File: src/rtl/display_scan_pkg.sv
// Shared constants and helpers for the multiplexed 7-segment display scan path.
// Used by the scan controller and its interface.
package display_scan_pkg;

   localparam int NUM_DIGITS = 4;
   localparam int IDX_W      = 2;

   localparam logic [NUM_DIGITS-1:0] AN_BLANK = 4'b1111;
   localparam logic [IDX_W-1:0]      LAST_IDX = IDX_W'(NUM_DIGITS - 1);

   // Active-low anode pattern with only the selected digit pulled low.
   function automatic logic [NUM_DIGITS-1:0] onehot_n(input logic [IDX_W-1:0] idx);
      logic [NUM_DIGITS-1:0] pat;
      pat      = AN_BLANK;
      pat[idx] = 1'b0;
      return pat;
   endfunction

endpackage

File: src/rtl/digit_scan_ctrl_if.sv
// Scan-control bundle between the display sequencer and its host.
// master = host side (drives enable/mask), slave = the scan controller.
interface digit_scan_if;
   import display_scan_pkg::*;

   logic                  en;
   logic [NUM_DIGITS-1:0] digit_mask;
   logic                  a1;
   logic                  a0;
   logic                  s1_n;
   logic                  s2_n;
   logic [NUM_DIGITS-1:0] an_n;
   logic                  frame_tick;

   modport master (
      output en, digit_mask,
      input  a1, a0, s1_n, s2_n, an_n, frame_tick
   );

   modport slave (
      input  en, digit_mask,
      output a1, a0, s1_n, s2_n, an_n, frame_tick
   );

endinterface

File: src/rtl/digit_scan_ctrl_slot_prescaler.sv
// Enabled modulo-DIV counter with terminal-count flag; reusable for any
// divided clock-enable. cnt_next is exported so callers can register from it.
module slot_prescaler #(
   parameter  int DIV = 1000,
   localparam int W   = $clog2(DIV)
) (
   input  logic         clk,
   input  logic         rst,
   input  logic         en,
   output logic [W-1:0] cnt,
   output logic [W-1:0] cnt_next,
   output logic         tc
);

   localparam logic [W-1:0] LAST = W'(DIV - 1);

   assign tc = (cnt == LAST);

   // NOTE: every always_comb output gets a default first so no path leaves it unassigned (no latch).
   always_comb begin
      cnt_next = cnt;
      if (en) begin
         cnt_next = tc ? '0 : cnt + 1'b1;
      end
   end

   // NOTE: state updates use non-blocking assignments so all flops see pre-edge values.
   always_ff @(posedge clk) begin
      if (rst) begin
         cnt <= '0;
      end else begin
         cnt <= cnt_next;
      end
   end

endmodule

File: src/rtl/digit_scan_ctrl.sv
// Digit scan sequencer: steps the BCD mux selects across four digits and drives
// strobes/anodes with a blanking window at the start of every slot.
module digit_scan_ctrl
   import display_scan_pkg::*;
#(
   parameter int CLK_DIV      = 1000,
   parameter int BLANK_CYCLES = 16
) (
   input  logic      clk,
   input  logic      rst,
   digit_scan_if.slave bus
);

   localparam int CNT_W = $clog2(CLK_DIV);

   logic [CNT_W-1:0]      cnt;
   logic [CNT_W-1:0]      cnt_next;
   logic                  tc;
   logic                  slot_end;
   logic [IDX_W-1:0]      idx;
   logic [IDX_W-1:0]      idx_next;
   logic [NUM_DIGITS-1:0] mask_q;
   logic [NUM_DIGITS-1:0] mask_next;
   logic                  active_next;
   logic                  strobe_n_q;
   logic [NUM_DIGITS-1:0] an_q;
   logic                  frame_tick_q;

   slot_prescaler #(.DIV(CLK_DIV)) u_prescaler (
      .clk      (clk),
      .rst      (rst),
      .en       (bus.en),
      .cnt      (cnt),
      .cnt_next (cnt_next),
      .tc       (tc)
   );

   assign slot_end = bus.en & tc;

   // Outputs are registered from next-state values so they line up with the
   // state they describe without an extra cycle of lag.
   always_comb begin
      idx_next  = idx;
      mask_next = mask_q;
      if (slot_end) begin
         idx_next  = idx + 1'b1;
         mask_next = bus.digit_mask;
      end
      active_next = bus.en && (int'(cnt_next) >= BLANK_CYCLES) && mask_next[idx_next];
   end

   always_ff @(posedge clk) begin
      if (rst) begin
         idx          <= '0;
         mask_q       <= '0;
         strobe_n_q   <= 1'b1;
         an_q         <= AN_BLANK;
         frame_tick_q <= 1'b0;
      end else begin
         idx          <= idx_next;
         mask_q       <= mask_next;
         strobe_n_q   <= ~active_next;
         an_q         <= active_next ? onehot_n(idx_next) : AN_BLANK;
         frame_tick_q <= slot_end && (idx == LAST_IDX);
      end
   end

   assign bus.a1         = idx[1];
   assign bus.a0         = idx[0];
   assign bus.s1_n       = strobe_n_q;
   assign bus.s2_n       = strobe_n_q;
   assign bus.an_n       = an_q;
   assign bus.frame_tick = frame_tick_q;

endmodule

File: src/flat_wrapper.sv
// flat-port wrapper written by rule: the top's interface ports become plain ports
module digit_scan_ctrl_flat import display_scan_pkg::*;
#(
   parameter int CLK_DIV      = 1000,
   parameter int BLANK_CYCLES = 16
)
  (clk, rst, bus_en, bus_digit_mask, bus_a1, bus_a0, bus_s1_n, bus_s2_n, bus_an_n, bus_frame_tick);
  digit_scan_if bus_i ();
  input  logic clk;
  input  logic rst;
  input wire logic [$bits(bus_i.en)-1:0] bus_en;
  input wire logic [$bits(bus_i.digit_mask)-1:0] bus_digit_mask;
  output wire logic [$bits(bus_i.a1)-1:0] bus_a1;
  output wire logic [$bits(bus_i.a0)-1:0] bus_a0;
  output wire logic [$bits(bus_i.s1_n)-1:0] bus_s1_n;
  output wire logic [$bits(bus_i.s2_n)-1:0] bus_s2_n;
  output wire logic [$bits(bus_i.an_n)-1:0] bus_an_n;
  output wire logic [$bits(bus_i.frame_tick)-1:0] bus_frame_tick;
  assign bus_i.en = bus_en;
  assign bus_i.digit_mask = bus_digit_mask;
  assign bus_a1 = bus_i.a1;
  assign bus_a0 = bus_i.a0;
  assign bus_s1_n = bus_i.s1_n;
  assign bus_s2_n = bus_i.s2_n;
  assign bus_an_n = bus_i.an_n;
  assign bus_frame_tick = bus_i.frame_tick;
  digit_scan_ctrl #(.CLK_DIV(CLK_DIV), .BLANK_CYCLES(BLANK_CYCLES)) u_core (.clk(clk), .rst(rst), .bus(bus_i));
endmodule
File: config.mk
export PLATFORM = sky130hd
export DESIGN_NAME = digit_scan_ctrl_flat
export DESIGN_NICKNAME = d
export VERILOG_FILES = /design/src/rtl/display_scan_pkg.sv /design/src/rtl/digit_scan_ctrl_if.sv /design/src/rtl/digit_scan_ctrl_slot_prescaler.sv /design/src/rtl/digit_scan_ctrl.sv /design/src/flat_wrapper.sv
export SDC_FILE = /design/constraint.sdc
export NUM_CORES = 1
export LEC_CHECK = 0
export CAP_MARGIN = 40
export CORE_MARGIN = 2
export CORE_UTILIZATION = 40
export CTS_CLUSTER_DIAMETER = 200
export DETAILED_ROUTE_END_ITERATION = 10
export DONT_BUFFER_PORTS = 1
export GPL_TIMING_DRIVEN = 0
export PLACE_DENSITY = 0.54
export SYNTH_ARGS = -nofsm -noshare
export SYNTH_HDL_FRONTEND = slang
export SYNTH_SLANG_ARGS = --single-unit
export TNS_END_PERCENT = 20
File: constraint.sdc
create_clock -name clk -period 2.2 [get_ports clk]
set_clock_uncertainty 0.15 [all_clocks]
set_input_delay 0.22 -clock clk [delete_from_list [all_inputs] [get_ports clk]]
set_output_delay 0.22 -clock clk [all_outputs]
set_load 0.02 [all_outputs]
==> results of run 1 <==
## state kept, by name, indices dropped and copies added (netlist names)
name / count
u_core.u_prescaler.cnt: 10
u_core.bus.an_n: 4
u_core.mask_q: 4
u_core.idx: 2
u_core.bus.frame_tick: 1
u_core.bus.s1_n: 1
## critical path, stage by stage, from the launching register on
cell	delay (ns)
dfxtp_2	0.45
nand3_2	0.16
nor3_2	0.24
mux2_2	0.37
o211ai_1	0.20
o2111ai_2	0.19
or2_1	0.26
## path summary, 6_finish.rpt
path              slack, ns                   endpoint                      start  cells past startpoint
setup / recovery       0.09         u_core.bus.an_n[0]  u_core.u_prescaler.cnt[2]                      6
hold / removal         0.05  u_core.u_prescaler.cnt[2]                     bus_en                      3
setup reg to reg       0.09         u_core.bus.an_n[0]  u_core.u_prescaler.cnt[2]                      6
hold reg to reg        0.36           u_core.mask_q[1]           u_core.mask_q[1]                      2
## synth_stat cells (all sizes together) (3+ instances only)
cell | instances | area (µm²)
buf | 5 | 32.5
nor2 | 11 | 41.3
nand2b | 4 | 25.0
and3 | 3 | 18.8
nand4 | 3 | 33.8
mux2i | 6 | 60.1
o21ai | 3 | 15.0
xnor2 | 4 | 35.0
a21oi | 7 | 35.0
nor3 | 10 | 61.3
nand2 | 6 | 22.5
mux2 | 3 | 33.8
nor4 | 3 | 25.0
nand3 | 8 | 45.0
dfxtp | 22 | 440
xor2 | 4 | 35.0
## routing by layer
metal	GRT usage	vias up
li1	-	480
met1	0.225	447
met2	0.252	11
met3	0.0340	2
met4	0.0598	0
met5	0	-
## timing repair
action	4_1_cts	5_1_grt
setup buffers	1	2
pin swaps	2	2
resized for setup	19	7
endpoints found under the hold margin	4	0
hold buffers	4	0
endpoints found under the setup margin	7	4
## through the flow
stage               hold WS, ns  cells  area (µm²)
floorplan                 0.217    124        1160
global placement          0.225    155        1190
detailed placement        0.232    155        1190
CTS                      0.0743    164        1360
global route             0.0470    166        1390
finish                   0.0473    166        1390
## cells by family (layout without fill, tap and decap cells)
| group | Yosys count | after routing |
|---|---|---|
| and+or+nand+nor | 54 | 54 |
| DFF | 22 | 22 |
| AOI/OAI and AO/OA | 21 | 21 |
| muxes | 9 | 9 |
| xor gates and xnor gates | 8 | 8 |
| buffers and inverters | 8 | 19 |
| adders and majority gates | 2 | 2 |
## layout make-up
type / instances / area (µm²)
inverters: 1 / 3.75
plain buffers: 7 / 40.0
well taps: 31 / 38.8
clock inverters: 1 / 30.0
clock buffers: 3 / 22.5
multi-input cells: 94 / 726
flip-flops and latches: 22 / 465
repair buffers: 7 / 62.6
fillers: 259 / 1350
## report_power, final
part	internal, mW	leakage, nW	switching [mW]
Clock	0.184	0.0279	0.122
Combinational	0.0162	0.256	0.0163
Sequential	0.400	0.185	0.00607
Total	0.600	0.469	0.144
==> flow_metrics.env, run 1 <==
export IMPL_slew_viol_final=0
export IMPL_setup_tns_ns=0
export IMPL_synthAdderAreaFrac=0.0218
export IMPL_max_vdd_ir_drop_mv=0.341
export IMPL_wl_met2_um=1120
export IMPL_crit_type="reg2reg"
export IMPL_synthArstFlopShare=0
export IMPL_core_area_um2=2730
export IMPL_totalWireLength_um=2420
export IMPL_io_buffers=0
export IMPL_antenna_left=0
export IMPL_overflow=0
export IMPL_leakage_nw=0.469
export IMPL_via_count=940
export IMPL_worst_pin_slew_ns=0.470
export IMPL_drt_iter0_drc=11
export IMPL_critPathCaptureType="flip-flop"
export IMPL_synthCells=124
export IMPL_drv_cap=0
export IMPL_cts_num_sinks=22
export IMPL_yosysUniqueCellTypes=40
export IMPL_die_w_um=57.6
export IMPL_synth_seq_cells=22
export IMPL_rsz0062_at_grt="no"
export IMPL_grt_max_degree=14
export IMPL_top_layer="met4"
export IMPL_grt_pass1_wl_um=4250
export IMPL_status="finished clean"
export IMPL_wl_met3_um=79
export IMPL_clk_pin_slew_worst_paths_ns=0.12
export IMPL_cts_tree="yes"
export IMPL_cts_made_buffers=3
export IMPL_fmax_ghz=0.474
export IMPL_synth_edf_count=0
export IMPL_nNetsFinal=145
export IMPL_ioPinCount=16
export IMPL_gp_congestion=0.806
export IMPL_setup_ws_ns=0.0889
export IMPL_synth_xor_area_share=0.0611
export IMPL_grt_pass1_vias=962
export IMPL_synth_simple_gate_area_share=0.281
export IMPL_final_common_cell="nor2_1"
export IMPL_syn_area_um2=1150
export IMPL_die_y_um=57.6
export IMPL_syn_area_per_cell_um2=9.25
export IMPL_synth_compound_area_frac=0.132
export IMPL_final_cell_mix="nor2_1 (11), dfxtp_1 (10), dfxtp_2 (8)"
export IMPL_grt_use_total=0.163
export IMPL_row_count=19
export IMPL_min_path_type="in2reg"
export IMPL_arrival_ns=2.17
export IMPL_synth_fp_nets=133
export IMPL_drt_pass1_iter_count=4
export IMPL_synth_mux_area_frac=0.0818
export IMPL_synth_top_family_by_area="simple AND/OR/NAND/NOR gates"
export IMPL_start_util=0.420
export IMPL_area_growth_pct=21.0
export IMPL_synthFlopType="dfxtp_1"
export IMPL_power_density_nw_per_um2=536
export IMPL_fin_crit_sh=0.960
export IMPL_ys_warnings_count=0
export IMPL_final_core_util=0.508
export IMPL_dp_final_hpwl_um=1730
export IMPL_wl_per_cell_um=14.6
export IMPL_grt_antenna_before_repair=0
export IMPL_power_mw=0.744
export IMPL_dieArea_um2=3310
export IMPL_post_route_drc_count=0
export IMPL_m1WireLength_um=1200
export IMPL_cts_root_buf="clkbuf_4"
export IMPL_pre_cts_slack_ns=-0.300
export IMPL_fin_crit_ns=2.11
export IMPL_drt_vias_per_instance=5.66
export IMPL_diodes=0
export IMPL_timing_final_hold_violations=0
export IMPL_htree_levels=1
export IMPL_finalSetupViolations=0
export IMPL_clock_latency_ns=0.30
export IMPL_ys_seq_area_frac=0.384
export IMPL_required_ns=2.26
export IMPL_cp_max_fo=7
export IMPL_drive_gt1_frac=0.289
export IMPL_relSlewSlack=0.686
export IMPL_crit_path_start_kind="flip-flop"
export IMPL_clock_path_buffers=2
Note: power is estimated with default switching activity, not from simulation.
==> inputs of run 2 (changes only) <==
Settings changed: CTS_CLUSTER_SIZE set to 10, RECOVER_POWER set to 100.
==> run 2 against run 1 <==
Effect of this change: via count decreased by 0.11%; critical path depth rose by 3; flip-flop and latch count unchanged; critical path type unchanged; wire length hardly changed; largest power group unchanged; die area stayed put; cell area down 0.63%; worst hold slack got worse by 0.0034 ns; utilization decreased by 0.32 points.
==> flow_metrics.env, run 2 (same netlist as run 1, synthesis figures left out) <==
export IMPL_grt_antenna_before_repair=0
export IMPL_final_common_cell="nor2_1"
export IMPL_crit_type="reg2reg"
export IMPL_clock_path_buffers=2
export IMPL_final_core_util=0.505
export IMPL_die_y_um=57.6
export IMPL_final_area_um2=1380
export IMPL_via_count=939
export IMPL_grt_pass1_vias=962
export IMPL_drt_iter0_drc=16
export IMPL_diodes=0
export IMPL_leakage_nw=0.460
export IMPL_grt_use_total=0.163
export IMPL_p_comb_frac=0.044
export IMPL_clk_pin_slew_worst_paths_ns=0.12
export IMPL_nNetsFinal=145
export IMPL_start_util=0.420
export IMPL_drive_gt1_frac=0.274
export IMPL_rsz0062_at_grt="no"
export IMPL_cts_num_sinks=22
export IMPL_die_w_um=57.6
export IMPL_internal_power_mw=0.600
export IMPL_io_buffers=0
export IMPL_clock_latency_ns=0.30
export IMPL_fin_crit_sh=0.977
export IMPL_p_sw_mw=0.145
export IMPL_power_density_nw_per_um2=540
export IMPL_drv_cap=0
export IMPL_drt_vias_per_instance=5.66
export IMPL_p_clk_frac=0.412
export IMPL_relSlewSlack=0.679
export IMPL_fmax_ghz=0.465
export IMPL_arrival_ns=2.20
export IMPL_overflow=0
export IMPL_htree_levels=1
export IMPL_slowest_stage="dfxtp_4"
export IMPL_dieArea_um2=3310
export IMPL_power_share_switching=0.195
export IMPL_dpl_cell_area_um2=1190
export IMPL_crit_buf_inv=2
export IMPL_drt_pass1_iter_count=4
export IMPL_setup_tns_ns=0
export IMPL_post_route_drc_count=0
export IMPL_status="finished clean"
export IMPL_finalSetupViolations=0
export IMPL_final_cell_mix="nor2_1 (11), dfxtp_1 (10), nor3_1 (8), dfxtp_2 (8), a21oi_1 (7)"
export IMPL_slew_viol_final=0
export IMPL_largest_reg_flops=10
export IMPL_regMostFlops="u_core.u_prescaler.cnt"
export IMPL_cp_max_fo=9
export IMPL_grt_max_degree=14
export IMPL_min_path_type="in2reg"
export IMPL_max_vdd_ir_drop_mv=0.341
export IMPL_ioPinCount=16
export IMPL_critPathCaptureType="flip-flop"
export IMPL_fin_crit_ns=2.15
export IMPL_required_ns=2.26
export IMPL_cpLargestDelayFamily="simple AND/OR/NAND/NOR gates"
export IMPL_slowest_delay_ns=0.39
export IMPL_antenna_left=0
export IMPL_totalWireLength_um=2420
export IMPL_p_seq_frac=0.545
export IMPL_dp_final_hpwl_um=1730
export IMPL_row_count=19
export IMPL_cts_made_buffers=3
export IMPL_grt_pass1_wl_um=4250
export IMPL_cts_root_buf="clkbuf_4"
export IMPL_setup_ws_ns=0.0517
export IMPL_path_cells="ha_4 -> nand2_4 -> nor3_4 -> buf_6 -> buf_4 -> a2bb2oi_1 -> nor3_1 -> o2111ai_2 -> or2_1"
export IMPL_fillers=262
export IMPL_area_growth_pct=20.3
export IMPL_gp_congestion=0.806
export IMPL_cts_tree="yes"
export IMPL_wl_per_cell_um=14.5
export IMPL_crit_path_start_kind="flip-flop"
export IMPL_worst_pin_slew_ns=0.482
export IMPL_pre_cts_slack_ns=-0.300
export IMPL_core_area_um2=2730
export IMPL_timing_final_hold_violations=0
run 2: timing repair:
action                                  4_1_cts  5_1_grt
endpoints found under the hold margin         4        0
gates resized for setup                      19        7
pin swaps                                     2        2
endpoints found under the setup margin        7        4
hold buffers                                  4        0
buffers inserted                              1        2
run 2: layout make-up:
type                       instances  area (µm²)  area share
clock buffer                       3        22.5      0.0163
inverter                           1        3.75     0.00272
tap                               31        38.8      0.0281
clock inverter                     1        30.0      0.0218
timing repair buffer               7        62.6      0.0453
multi-input combinational         94         721       0.522
buffer                             7        36.3      0.0263
sequential                        22         465       0.337
run 2: worst paths after layout:
kind	from	end	slack (ns)	depth (start not counted)
setup / recovery	u_core.u_prescaler.cnt[0]	u_core.bus.an_n[0]	0.05	9
hold / removal	bus_en	u_core.u_prescaler.cnt[2]	0.04	3
hold reg to reg	u_core.mask_q[1]	u_core.mask_q[1]	0.36	2
setup reg to reg	u_core.u_prescaler.cnt[0]	u_core.bus.an_n[0]	0.05	9
run 2: through the flow:
stage          cells  power (mW)  hold slack (ns)
2_1_floorplan    124       0.433            0.217
3_3_place_gp     155       0.439            0.225
3_5_place_dp     155       0.440            0.232
4_1_cts          164       0.753           0.0743
5_1_grt          166       0.773           0.0470
6_report         166       0.745           0.0440
run 2: power by group through the flow:
stage                     combinational (mW)  sequential, mW  clock [mW]
after CTS                             0.0326           0.406       0.314
after global routing                  0.0360           0.407       0.330
after detailed placement              0.0246           0.415           0
final                                 0.0326           0.406       0.307
after floorplan                       0.0190           0.414           0
after global placement                0.0238           0.415           0
run 2: routing by layer:
layer,GRT usage,routed length (µm),part of all wire,up-vias
li1,-,-,-,481
met5,0,0,0,-
met2,0.252,1130,0.47,19
met1,0.225,1180,0.49,439
met4,0.0598,0,0,0
met3,0.0340,102,0.042,0
run 2: tightest hold or removal path: stages:
cell and delay [ns]:
nand2_4 0.10, xor2_1 0.08, nor2_1 0.07
==> inputs of run 3 (changes only) <==
Settings changed: CORE_UTILIZATION 40 to 55, HOLD_SLACK_MARGIN set to 0.03, PLACE_DENSITY 0.54 to 0.71.
==> run 3 against run 2 <==
Effect of this change: clock power is 38% lower; sequential power hardly changed; cell count is 1.2% lower; clock-buffer cell count stayed put; cell area is 2.5% higher; flip-flop and latch count stayed put; utilization is 22 points higher; wire length is 17% higher; global-route usage is 5.2 points higher; critical path type unchanged; largest cell class unchanged.
==> flow_metrics.env, run 3 (same netlist as run 1, synthesis figures left out) <==
export IMPL_grt_use_total=0.216
export IMPL_grt_antenna_before_repair=0
export IMPL_gp_congestion=0.840
export IMPL_diodes=0
export IMPL_crit_type="reg2reg"
export IMPL_grt_max_degree=12
export IMPL_worstReg2RegEnd="u_core.bus.an_n[1]"
export IMPL_drt_vias_per_instance=6.24
export IMPL_die_y_um=49.7
export IMPL_clock_latency_ns=0.31
export IMPL_fmax_ghz=0.468
export IMPL_drive_gt1_frac=0.314
export IMPL_dieArea_um2=2470
export IMPL_nNetsFinal=148
export IMPL_area_growth_pct=23.3
export IMPL_grt_pass1_vias=893
export IMPL_finalSetupViolations=0
export IMPL_drt_pass1_iter_count=4
export IMPL_ff2ff_setup_slack_ns=0.07
export IMPL_fin_crit_sh=0.970
export IMPL_start_util=0.585
export IMPL_leakage_nw=0.489
export IMPL_antenna_left=0
export IMPL_largest_reg_flops=10
export IMPL_relSlewSlack=0.665
export IMPL_via_count=1024
export IMPL_min_path_type="in2reg"
export IMPL_dp_final_hpwl_um=1660
export IMPL_cts_num_sinks=22
export IMPL_arrival_ns=2.20
export IMPL_totalWireLength_um=2820
export IMPL_ioPinCount=16
export IMPL_worst_pin_slew_ns=0.502
export IMPL_htree_levels=1
export IMPL_power_density_nw_per_um2=442
export IMPL_post_route_drc_count=0
export IMPL_worstHoldStart="bus_en"
export IMPL_clk_pin_slew_worst_paths_ns=0.12
export IMPL_status="finished clean"
export IMPL_cts_tree="yes"
export IMPL_slew_viol_final=0
export IMPL_holdWs_ns=0.0613
export IMPL_cts_made_buffers=3
export IMPL_final_common_cell="nor2_1"
export IMPL_critPathCaptureType="flip-flop"
export IMPL_regMostFlops="u_core.u_prescaler.cnt"
export IMPL_overflow=0
export IMPL_required_ns=2.26
export IMPL_crit_end="u_core.bus.an_n[1]"
export IMPL_fin_crit_ns=2.13
export IMPL_wl_per_cell_um=17.2
export IMPL_io_buffers=0
export IMPL_clock_path_buffers=2
export IMPL_row_count=16
export IMPL_reg2reg_depth=6
export IMPL_cts_root_buf="clkbuf_4"
export IMPL_power_mw=0.626
export IMPL_grt_pass1_wl_um=4020
export IMPL_core_area_um2=1960
export IMPL_timing_final_hold_violations=0
export IMPL_crit_path_start_kind="flip-flop"
export IMPL_final_cell_mix="nor2_1 (11), dfxtp_1 (10), dfxtp_2 (8)"
export IMPL_max_vdd_ir_drop_mv=0.441
export IMPL_cp_startpoint="u_core.idx[1]"
export IMPL_rr_startpoint="u_core.idx[1]"
export IMPL_drt_iter0_drc=42
export IMPL_drv_cap=0
export IMPL_cp_max_fo=6
export IMPL_die_w_um=49.7
[run 3: cell type report]
| cell class | instances | area, µm² |
|---|---|---|
| fillers | 158 | 547 |
| well taps | 27 | 33.8 |
| plain buffers | 7 | 36.3 |
| multi-input cells | 94 | 768 |
| flip-flops and latches | 22 | 465 |
| clock buffers | 3 | 22.5 |
| repair buffers | 10 | 85.1 |
| inverters | 1 | 3.75 |
[run 3: how the worst min path moves through the flow]
stage	end	cells after the start	slack [ns]
floorplan	u_core.mask_q[1]	2	0.22
global placement	u_core.mask_q[2]	2	0.23
detailed placement	u_core.mask_q[2]	2	0.23
CTS	u_core.bus.s1_n	2	0.06
global route	u_core.bus.s1_n	2	0.08
finish	u_core.bus.s1_n	2	0.06
[run 3: routing by layer]
metal,wire [µm],vias to the layer above,track usage,share of wire
met5,0,-,0,0
met4,65,0,0.106,0.023
met3,171,9,0.0485,0.061
met2,1350,49,0.333,0.48
met1,1220,482,0.283,0.43
li1,-,484,-,-
[run 3: stage by stage]
stage	util	setup WS [ns]	instances	cell area [µm²]	setup TNS, ns
after CTS	0.667	0.00232	159	1310	0
after detailed placement	0.607	-0.303	151	1190	-1.04
final	0.721	0.0652	164	1420	0
after floorplan	-	0.00933	124	1160	0
after global routing	0.721	-0.0384	164	1420	-0.0731
after global placement	0.607	-0.254	151	1190	-0.901
[run 3: worst max-delay path: stages (launching register included)]
cell and delay (ns):
dfxtp_4 0.45, ha_4 0.24, nor4_4 0.43, a21oi_2 0.11, nor3_2 0.22, o2111ai_2 0.19
or2_1 0.25
[run 3: timing repair]
action | CTS | global route
setup endpoints to repair | 6 | 4
setup buffers | 1 | 5
hold buffers | 4 | 0
pin swaps | 3 | 8
resized for setup | 16 | 16
hold endpoints to repair | 4 | 0
[run 3: power breakdown]
group	switching (mW)	leakage (nW)	internal [mW]	total, mW
clock network	0.124	0.0138	0.0642	0.189
registers	0.00598	0.185	0.399	0.405
logic	0.0166	0.291	0.0160	0.0326
